--- src/rtl/mips_pkg.sv ---
// Shared MIPS fetch-stage definitions: default address width, reset PC,
// instruction size and the PC sequencer state encoding.
package mips_pkg;

    localparam int          DEF_WIDTH    = 32;
    localparam logic [31:0] DEF_RESET_PC = 32'h0000_0000;
    localparam int          INSTR_BYTES  = 4;

    typedef enum logic [1:0] {
        BOOT = 2'b00,
        RUN  = 2'b01,
        PEND = 2'b10
    } pc_state_t;

endpackage

--- src/rtl/pc_next_mux.sv ---
// Combinational next-PC selection for the fetch stage.
// Priority: fresh redirect target, then pending target, then pc_plus4.
// Redirect targets are forced to instruction alignment; the misalignment
// of the raw target is reported so the owner can latch an error flag.
module pc_next_mux
    import mips_pkg::*;
#(
    parameter int WIDTH = DEF_WIDTH
) (
    input  logic             redirect_valid,
    input  logic [WIDTH-1:0] redirect_target,
    input  logic             pend_valid,
    input  logic [WIDTH-1:0] pend_target,
    input  logic [WIDTH-1:0] pc_plus4,
    output logic [WIDTH-1:0] target_aligned,
    output logic             target_misaligned,
    output logic [WIDTH-1:0] next_pc
);

    localparam logic [WIDTH-1:0] ALIGN_MASK = WIDTH'(INSTR_BYTES - 1);

    // Clear the byte-offset bits of the target and flag any that were set.
    always_comb begin
        target_aligned    = redirect_target & ~ALIGN_MASK;
        target_misaligned = |(redirect_target & ALIGN_MASK);
    end

    // Pick the next fetch address in priority order.
    always_comb begin
        next_pc = pc_plus4;
        if (redirect_valid) begin
            next_pc = target_aligned;
        end else if (pend_valid) begin
            next_pc = pend_target;
        end else begin
            next_pc = pc_plus4;
        end
    end

endmodule

--- src/rtl/pc_fetch_unit.sv ---
// Program-counter register and next-PC sequencer for the MIPS fetch stage.
// Optional feature macro: BRANCH_DELAY_SLOT_EN
//   defined   - the instruction at pc when a redirect arrives is a delay slot
//               and is still fetched; the target is applied on a fire, held
//               as pending until then, and flush is never raised.
//   undefined - a redirect replaces pc at the next edge unconditionally and
//               flush pulses for one cycle afterwards.
// The PC+4 incrementer is external: pc feeds it, pc_plus4 returns from it.
module pc_fetch_unit
    import mips_pkg::*;
#(
    parameter int               WIDTH    = DEF_WIDTH,
    parameter logic [WIDTH-1:0] RESET_PC = WIDTH'(DEF_RESET_PC)
) (
    input  logic             clk,
    input  logic             rst,
    input  logic             stall,
    input  logic             if_ready,
    input  logic [WIDTH-1:0] pc_plus4,
    input  logic             redirect_valid,
    input  logic [WIDTH-1:0] redirect_target,
    output logic [WIDTH-1:0] pc,
    output logic             if_valid,
    output logic             flush,
    output logic             redirect_pending,
    output logic             addr_err
);

    pc_state_t        state_r;
    logic [WIDTH-1:0] pc_r;
    logic             if_valid_r;
    logic             flush_r;
    logic             pend_r;
    logic             addr_err_r;
    logic             fire_s;
    logic [WIDTH-1:0] next_pc_s;
    logic [WIDTH-1:0] target_aligned_s;
    logic             target_misaligned_s;
    logic [WIDTH-1:0] pend_target_s;

`ifdef BRANCH_DELAY_SLOT_EN
    logic [WIDTH-1:0] pend_target_r;
    assign pend_target_s = pend_target_r;
`else
    assign pend_target_s = pc_r;
`endif

    assign fire_s = if_valid_r & if_ready & ~stall;

    pc_next_mux #(
        .WIDTH (WIDTH)
    ) u_next_mux (
        .redirect_valid    (redirect_valid),
        .redirect_target   (redirect_target),
        .pend_valid        (pend_r),
        .pend_target       (pend_target_s),
        .pc_plus4          (pc_plus4),
        .target_aligned    (target_aligned_s),
        .target_misaligned (target_misaligned_s),
        .next_pc           (next_pc_s)
    );

    // Sequencer state, PC register, handshake valid, flush pulse and sticky error.
    always_ff @(posedge clk) begin
        if (rst) begin
            state_r    <= BOOT;
            pc_r       <= RESET_PC;
            if_valid_r <= 1'b0;
            flush_r    <= 1'b0;
            pend_r     <= 1'b0;
            addr_err_r <= 1'b0;
`ifdef BRANCH_DELAY_SLOT_EN
            pend_target_r <= RESET_PC;
`endif
        end else begin
            if (redirect_valid && target_misaligned_s) begin
                addr_err_r <= 1'b1;
            end
`ifdef BRANCH_DELAY_SLOT_EN
            // Delay slot mode: a redirect waits for a fire, so nothing is killed.
            flush_r <= 1'b0;
            case (state_r)
                BOOT: begin
                    if_valid_r <= 1'b1;
                    if (redirect_valid) begin
                        pend_target_r <= target_aligned_s;
                        pend_r        <= 1'b1;
                        state_r       <= PEND;
                    end else begin
                        state_r <= RUN;
                    end
                end
                RUN, PEND: begin
                    if (fire_s) begin
                        pc_r    <= next_pc_s;
                        pend_r  <= 1'b0;
                        state_r <= RUN;
                    end else if (redirect_valid) begin
                        pend_target_r <= target_aligned_s;
                        pend_r        <= 1'b1;
                        state_r       <= PEND;
                    end
                end
                default: begin
                    state_r    <= BOOT;
                    if_valid_r <= 1'b0;
                    pend_r     <= 1'b0;
                end
            endcase
`else
            // No delay slot: a redirect takes effect at once and kills IF/ID.
            flush_r <= redirect_valid;
            pend_r  <= 1'b0;
            case (state_r)
                BOOT: begin
                    if_valid_r <= 1'b1;
                    state_r    <= RUN;
                    if (redirect_valid) begin
                        pc_r <= next_pc_s;
                    end
                end
                RUN: begin
                    if (redirect_valid || fire_s) begin
                        pc_r <= next_pc_s;
                    end
                end
                default: begin
                    state_r    <= RUN;
                    if_valid_r <= 1'b1;
                end
            endcase
`endif
        end
    end

    assign pc               = pc_r;
    assign if_valid         = if_valid_r;
    assign flush            = flush_r;
    assign redirect_pending = pend_r;
    assign addr_err         = addr_err_r;

endmodule

--- config.mk ---
export PLATFORM = sky130hd
export DESIGN_NAME = pc_fetch_unit
export DESIGN_NICKNAME = d
export VERILOG_FILES = /design/src/rtl/mips_pkg.sv /design/src/rtl/pc_next_mux.sv /design/src/rtl/pc_fetch_unit.sv
export SDC_FILE = /design/constraint.sdc
export NUM_CORES = 1
export LEC_CHECK = 0
export CORE_AREA = 2 2 71 73
export DETAILED_ROUTE_END_ITERATION = 8
export DIE_AREA = 0 0 73 75
export PLACE_DENSITY = 0.79
export SYNTH_ARGS = -nofsm -noshare
export SYNTH_HDL_FRONTEND = slang
export SYNTH_SLANG_ARGS = --single-unit
--- constraint.sdc ---
create_clock -name clk -period 3.3 [get_ports clk]
set_clock_uncertainty 0.15 [all_clocks]
set_input_delay 0.495 -clock clk [delete_from_list [all_inputs] [get_ports clk]]
set_output_delay 0.495 -clock clk [all_outputs]
set_load 0.01 [all_outputs]
==> results of run 1 <==
## power by group through the flow
stage | Clock, mW | Sequential (mW) | Combinational (mW)
2_1_floorplan | 0 | 0.489 | 0.118
3_3_place_gp | 0 | 0.475 | 0.276
3_5_place_dp | 0 | 0.476 | 0.278
4_1_cts | 0.324 | 0.466 | 0.280
5_1_grt | 0.336 | 0.470 | 0.300
6_report | 0.312 | 0.466 | 0.276
## synth_stat cells, types with 2 or more instances
library cell | count | area share [%]
a221oi_2 | 28 | 23
nand2_1 | 30 | 6.1
a221oi_1 | 2 | 0.95
mux2i_1 | 2 | 1.1
inv_1 | 32 | 6.5
a21oi_1 | 3 | 0.81
buf_2 | 5 | 1.4
dfxtp_1 | 35 | 38
buf_4 | 5 | 2.0
buf_12 | 3 | 3.3
clkbuf_1 | 4 | 0.81
nor3_1 | 2 | 0.54
a21oi_2 | 28 | 13
## area by class of cell
type / count / area, um^2 / area share [%]
repair buffers: 105 / 1051 / 36.24
multi-input cells: 100 / 873.3 / 30.11
flip-flops and latches: 35 / 700.7 / 24.16
inverters: 32 / 120.1 / 4.141
clock buffers: 6 / 82.58 / 2.847
well taps: 54 / 67.56 / 2.330
clock inverters: 1 / 5.005 / 0.1726
## sequential cells by signal (all words and copies together), names as in the netlist
signal	cells
addr_err	1
pc	32
state_r	1
flush	1
## routing by layer
| layer | wire length (um) | share of wire (%) | up-vias | GRT usage [%] |
|---|---|---|---|---|
| met5 | 0 | 0 | - | 0 |
| met4 | 61 | 1.4 | 0 | 6.790 |
| met3 | 327 | 7.4 | 7 | 5.221 |
| met2 | 2165 | 49 | 60 | 29.83 |
| met1 | 1847 | 42 | 739 | 19.70 |
| li1 | - | - | 819 | - |
## critical path: cells and delay by family
kind | cells | cell delay, ns
AND/OR/NAND/NOR | 1 | 0.53
AO/OA/AOI/OAI | 2 | 0.38
buffers and inverters | 2 | 0.71
## cell families (layout without fill, tap and decap cells)
logic type	after synthesis	after routing	synth area share, %
AO/OA/AOI/OAI	62	62	38.10
buffers and inverters	51	144	14.78
flip-flops	35	35	37.97
AND/OR/NAND/NOR	35	35	7.865
multiplexers	2	2	1.085
other	1	1	0.2032
## worst min path at each step
| stage | endpoint | slack [ns] |
|---|---|---|
| final | addr_err | 0.30 |
| after detailed placement | addr_err | 0.29 |
| after global placement | addr_err | 0.28 |
| after floorplan | addr_err | 0.32 |
| after CTS | addr_err | 0.30 |
| after global routing | pc[7] | 0.33 |
==> run summary, run 1 <==
Switch Pwr = 275.7 uW
Crit path required time = 3.33 ns
critical path's largest stage delay = 0.53 ns
core footprint = 4661 um^2
hold path cells = 2
fmax = 477.5 MHz
crit path from = if_ready
layout cell share with drive strength beyond 1 = 24.37%
worst setup path end = pc[16]
post-synthesis to final-layout area growth = 57.15%
worst r2r dst = pc[16]
number of synthesized register bits = 35
cts bufs inserted = 5
Distinct cells, synth = 20
Die Width = 73 um
routed wire length = 4401 um
largest net degree at the start of global routing = 65
Combinational Power Share = 26.2%
clock share of power = 29.6%
Post-synth ARST share = 0%
Pwr Total = 1.054 mW
crit end category = register
mapped cell area = 1846 um^2
Starting Density = 39.60%
CP max-delay cell = and3b_2
Pins Over Slew Limit = 0
Final Hold Slack = 0.2970 ns
maximum root-to-sink buffer count = 2
commonest cells after routing, fill and taps aside = 101 x clkdlybuf4s50_1, 35 x dfxtp_1, 32 x inv_1
critical-path cell list = clkdlybuf4s50_1 -> and3b_2 -> buf_12 -> a21oi_1 -> a221oi_1
CTS tree = yes
P_int = 778.5 uW
syn_area_per_cell = 9.922 um^2
most common cell after layout, fill and taps aside = clkdlybuf4s50_1
RR Startpoint = state_r[0]
Flop pwr share = 44.2%
cell area after layout = 2900 um^2
sequential fraction of the synthesis area = 37.97%
via density per instance = 4.880
DP HPWL = 3035 um
crit share post-route = 63.46%
Power Density = 363.5 nW/um^2
I/O pin cnt = 105
die span in y = 75 um
DR pass1 iterations = 3
post-place setup slack = 0.9002 ns
Startpoint Class = input port
Hold Buf Count CTS = 0
outcome = complete, no violations
worst endpoint data arrival time = 2.13 ns
crit-path max FO = 17
Worst Tran Pin Value = 0.9550 ns
gr usage total = 17.14%
hold path start = addr_err
Yosys warnings = 0
Final TNS setup = 0 ns
Inst Count DP = 326
Syn Inst Count = 186
Sink Count = 35
worst-skew pair later-pin latency = 0.28 ns
GPL Wtd Cong = 0.6856
I/O Buffers = 103
max cap viols = 0
Antenna Nets Post-Route = 0
Static Leak = 1.137 nW
nets = 348
Core Util, Final = 62.23%
first-pass GRT wire length = 7362 um
worst r2r path cells = 4
Hold Path Class = register to register
Final WS setup = 1.206 ns
Peak VDD IR = 228.9 uV
Avg WL per Cell = 13.22 um
root buffer cell = clkbuf_8
Primary FF master, synth = dfxtp_1
clock-pin transition on the worst setup and hold timing paths = 0.07 ns
DRC viols = 0
std cell rows = 25
endpoints failing setup = 0
Max transition margin = 36.34%
vias = 1625
number of enable flip-flop cells after synthesis = 0
Synthesized Nets = 255
Setup Fix Bufs, Post-CTS = 0
vias in the first global route = 1684
die area = 5475 um^2
CTS resizes = 0
Fin. Hold Viols = 0
Non-Filler Instances = 333
H-Tree Depth = 2
Final Critical Period = 2.094 ns
RSZ-0062 raised after global routing = no
Worst R2R Setup Slack = 1.52 ns
GR Overflow Total = 0
sw frac = 26.15%
antenna cells = 0
fillers = 423
placed cell area = 2813 um^2
initial antenna violation count = 0
initial DRC count = 65
critical path type = input port to register
Note: power is estimated with default switching activity, not from simulation.
==> inputs of run 2 (changes only) <==
--- a/config.mk
+++ b/config.mk
@@ -5,10 +5,10 @@
 export SDC_FILE = /design/constraint.sdc
 export NUM_CORES = 1
 export LEC_CHECK = 0
-export CORE_AREA = 2 2 71 73
+export CORE_AREA = 2 2 77 79
 export DETAILED_ROUTE_END_ITERATION = 8
-export DIE_AREA = 0 0 73 75
-export PLACE_DENSITY = 0.79
+export DIE_AREA = 0 0 79 81
+export PLACE_DENSITY = 0.71
 export SYNTH_ARGS = -nofsm -noshare
 export SYNTH_HDL_FRONTEND = slang
 export SYNTH_SLANG_ARGS = --single-unit
==> constraint.sdc (replaced) <==
create_clock -name clk -period 1.7 [get_ports clk]
set_clock_uncertainty 0.15 [all_clocks]
set_input_delay 0.255 -clock clk [delete_from_list [all_inputs] [get_ports clk]]
set_output_delay 0.255 -clock clk [all_outputs]
set_load 0.01 [all_outputs]
==> run summary, run 2 (synthesis gave the netlist of run 1 again) <==
Fin. Hold Viols = 0
largest net degree at the start of global routing = 39
cell area after layout = 3027 um^2
Crit path required time = 1.29 ns
commonest cells after routing, fill and taps aside = 101 x clkdlybuf4s50_1, 35 x dfxtp_1, 32 x inv_1
endpoints failing setup = 0
clock-pin transition on the worst setup and hold timing paths = 0.07 ns
via density per instance = 4.524
die span in y = 81 um
initial antenna violation count = 0
die area = 6399 um^2
Starting Density = 32.52%
std cell rows = 28
Peak VDD IR = 379.3 uV
Final Hold Slack = 0.1737 ns
first-pass GRT wire length = 7265 um
H-Tree Depth = 2
CTS tree = yes
core footprint = 5675 um^2
max cap viols = 0
crit-path max FO = 2
placed cell area = 2932 um^2
gr usage total = 14.33%
CTS resizes = 0
critical path type = register to primary output
outcome = complete, no violations
Non-Filler Instances = 359
CP max-delay cell = clkdlybuf4s50_1
Pwr Total = 2.102 mW
Static Leak = 1.181 nW
initial DRC count = 47
fillers = 515
Setup Fix Bufs, Post-CTS = 0
Power Density = 694.5 nW/um^2
Antenna Nets Post-Route = 0
Die Width = 79 um
Pins Over Slew Limit = 0
Inst Count DP = 351
fmax = 631.6 MHz
DR pass1 iterations = 2
routed wire length = 4636 um
RSZ-0062 raised after global routing = no
worst-skew pair later-pin latency = 0.28 ns
I/O pin cnt = 105
Hold Path Class = input port to register
crit end category = primary output
vias in the first global route = 1589
layout cell share with drive strength beyond 1 = 25.35%
Final Critical Period = 1.583 ns
most common cell after layout, fill and taps aside = clkdlybuf4s50_1
critical path's largest stage delay = 0.54 ns
Worst R2R Setup Slack = 0.34 ns
post-synthesis to final-layout area growth = 64.00%
GPL Wtd Cong = 0.6419
I/O Buffers = 103
worst endpoint data arrival time = 1.18 ns
critical-path cell list = clkdlybuf4s50_1
vias = 1624
number of flip-flops in the largest register = 32
antenna cells = 0
Hold Buf Count CTS = 0
root buffer cell = clkbuf_8
GR Overflow Total = 0
Avg WL per Cell = 12.91 um
nets = 352
CP delay by family, top = buffers and inverters
worst path bufs/invs = 1
maximum root-to-sink buffer count = 2
cts bufs inserted = 5
DRC viols = 0
crit share post-route = 93.13%
Startpoint Class = register
Sink Count = 35
DP HPWL = 3267 um
run 2: cell types whose count changed in the layout (fill, tap and decap cells not counted), sizes merged:
| cell | change |
|---|---|
| buf | +4 |
| clkbuf | +1 |
run 2: worst reg2reg max path: cells and delay by family (launching register included):
kind                   cells  cell delay, ns
DFF                        1            0.34
AOI/OAI and AO/OA          2            0.32
and+or+nand+nor            1            0.28
buffers and inverters      1            0.19
run 2: path summary, 6_finish.rpt:
check | startpoint | depth (start not counted) | end
max | pc[6] | 1 | pc[6]
min | rst | 2 | state_r[0]
min reg2reg | addr_err | 2 | addr_err
max reg2reg | state_r[0] | 4 | pc[11]
run 2: layout make-up:
type	instances	area, um^2	share of cell area [%]
flip-flops and latches	35	700.7	23.15
multi-input cells	100	873.3	28.85
inverters	32	120.1	3.969
repair buffers	109	1144	37.78
well taps	75	93.84	3.100
clock inverters	1	8.758	0.2894
clock buffers	7	86.33	2.852
run 2: metal layers:
metal  global-route usage, %  vias up  wire length (um)
met4                   4.655        0                44
met2                   24.58       61              2133
met1                   16.93      726              2070
met3                   4.778        6               388
met5                       0        -                 0
li1                        -      831                 -
run 2: where the power goes:
part | total, mW | internal (mW) | switching (mW)
registers | 0.904 | 0.877 | 0.0268
logic | 0.561 | 0.334 | 0.227
clock network | 0.637 | 0.332 | 0.305
run 2: stage by stage:
step                setup WS (ns)  TNS [ns]  util (%)
global placement         -0.02145   -0.2429     51.65
global route              0.05345         0     53.33
finish                     0.1168         0     53.33
detailed placement       -0.08170    -1.090     51.65
CTS                       0.09330         0     53.33
floorplan                  0.3869         0         -
==> inputs of run 3 (changes only) <==
--- a/config.mk
+++ b/config.mk
@@ -5,10 +5,11 @@
 export SDC_FILE = /design/constraint.sdc
 export NUM_CORES = 1
 export LEC_CHECK = 0
-export CORE_AREA = 2 2 77 79
+export CORE_AREA = 2 2 82 84
 export DETAILED_ROUTE_END_ITERATION = 8
-export DIE_AREA = 0 0 79 81
-export PLACE_DENSITY = 0.71
+export DIE_AREA = 0 0 84 86
+export PLACE_DENSITY = 0.75
 export SYNTH_ARGS = -nofsm -noshare
 export SYNTH_HDL_FRONTEND = slang
+export SYNTH_HIERARCHICAL = 1
 export SYNTH_SLANG_ARGS = --single-unit
==> run summary, run 3 <==
H-Tree Depth = 2
critical path's largest stage delay = 0.56 ns
fmax = 611.1 MHz
most common cell after layout, fill and taps aside = clkdlybuf4s50_1
std cell rows = 29
RSZ-0062 raised after global routing = no
commonest cells after routing, fill and taps aside = 102 x clkdlybuf4s50_1, 94 x nand2_1, 64 x mux2i_1
Hold Path Class = input port to register
DR pass1 iterations = 4
Antenna Nets Post-Route = 0
crit end category = primary output
crit share post-route = 96.25%
Final TNS setup = 0 ns
Pins Over Slew Limit = 0
Pwr Total = 2.259 mW
die span in y = 86 um
Sink Count = 35
first-pass GRT wire length = 7962 um
CTS resizes = 0
Startpoint Class = register
root buffer cell = clkbuf_8
antenna cells = 0
Die Width = 84 um
CP max-delay cell = clkdlybuf4s50_1
DP HPWL = 3776 um
I/O pin cnt = 105
Final Critical Period = 1.636 ns
maximum root-to-sink buffer count = 2
Syn Inst Count = 255
clock-pin transition on the worst setup and hold timing paths = 0.07 ns
Hold Buf Count CTS = 0
vias in the first global route = 1762
die area = 7224 um^2
largest net degree at the start of global routing = 37
syn_area_per_cell = 8.248 um^2
Starting Density = 33.51%
critical path type = register to primary output
routed wire length = 4938 um
cts bufs inserted = 5
Final WS setup = 0.06374 ns
worst endpoint data arrival time = 1.23 ns
endpoints failing setup = 0
CP delay by family, top = buffers and inverters
layout cell share with drive strength beyond 1 = 5.413%
GPL Wtd Cong = 0.6978
critical-path cell list = clkdlybuf4s50_1
mapped cell area = 2103 um^2
Power Density = 698.2 nW/um^2
I/O Buffers = 103
number of flip-flops in the largest register = 32
via density per instance = 4.577
gr usage total = 13.08%
CTS tree = yes
Fin. Hold Viols = 0
post-place setup slack = 0.01792 ns
post-synthesis to final-layout area growth = 53.84%
Static Leak = 1.357 nW
worst path bufs/invs = 1
max cap viols = 0
nets = 419
worst-skew pair later-pin latency = 0.28 ns
Avg WL per Cell = 11.54 um
Crit path required time = 1.29 ns
core footprint = 6277 um^2
Setup Fix Bufs, Post-CTS = 0
initial DRC count = 53
Peak VDD IR = 406.7 uV
Yosys warnings = 6
crit-path max FO = 2
vias = 1959
initial antenna violation count = 0
DRC viols = 0
GR Overflow Total = 0
outcome = complete, no violations
run 3: changes by cell type in the layout (fill, tap and decap cells not counted), moves of 2 or more:
cell,change
a21oi_1,-2
a21oi_2,-28
a221oi_1,-2
a221oi_2,-28
buf_12,-3
buf_4,+2
inv_1,-31
mux2i_1,+62
nand2_1,+64
nor2_1,+3
nor3_1,-2
o21ai_1,+27
run 3: layer usage:
metal / global-route usage [%] / up-vias / wire (um)
li1: - / 1032 / -
met1: 16.30 / 865 / 2242
met2: 22.40 / 60 / 2344
met3: 4.139 / 2 / 335
met4: 2.639 / 0 / 16
met5: 0 / - / 0
run 3: through the flow:
step / instance area, um^2 / hold slack [ns] / utilization, % / cells
after floorplan: 2107 / 0.1766 / - / 256
after global placement: 3118 / 0.3004 / 49.67 / 420
after detailed placement: 3118 / 0.3165 / 49.67 / 420
after CTS: 3236 / 0.3104 / 51.54 / 428
after global routing: 3236 / 0.3213 / 51.54 / 428
final: 3236 / 0.3222 / 51.54 / 428
run 3: cell type report:
class	instances	area [um^2]
inverter	2	7.507
tap	77	96.34
fill	600	3042
multi-input combinational	197	1205
clock buffer	6	82.58
clock inverter	2	35.03
sequential	35	700.7
timing repair buffer	109	1109
run 3: worst paths after layout:
check / start / endpoint / slack [ns] / cells past startpoint
worst max-delay path: state_r[0] / if_valid / 0.06 / 1
worst min-delay path: redirect_valid / pc[13] / 0.32 / 4
worst min register to register: pc[10] / pc[10] / 0.33 / 2
worst max register to register: state_r[0] / pc[22] / 0.49 / 3
run 3: tightest hold or removal path, stage by stage:
cell     delay, ns
buf_2         0.13
a31oi_4       0.06
buf_12        0.15
mux2i_1       0.11
run 3: report_power, final:
part / switching (mW) / internal [mW]
clock network: 0.285 / 0.474
logic: 0.228 / 0.355
registers: 0.0417 / 0.876
total: 0.554 / 1.70
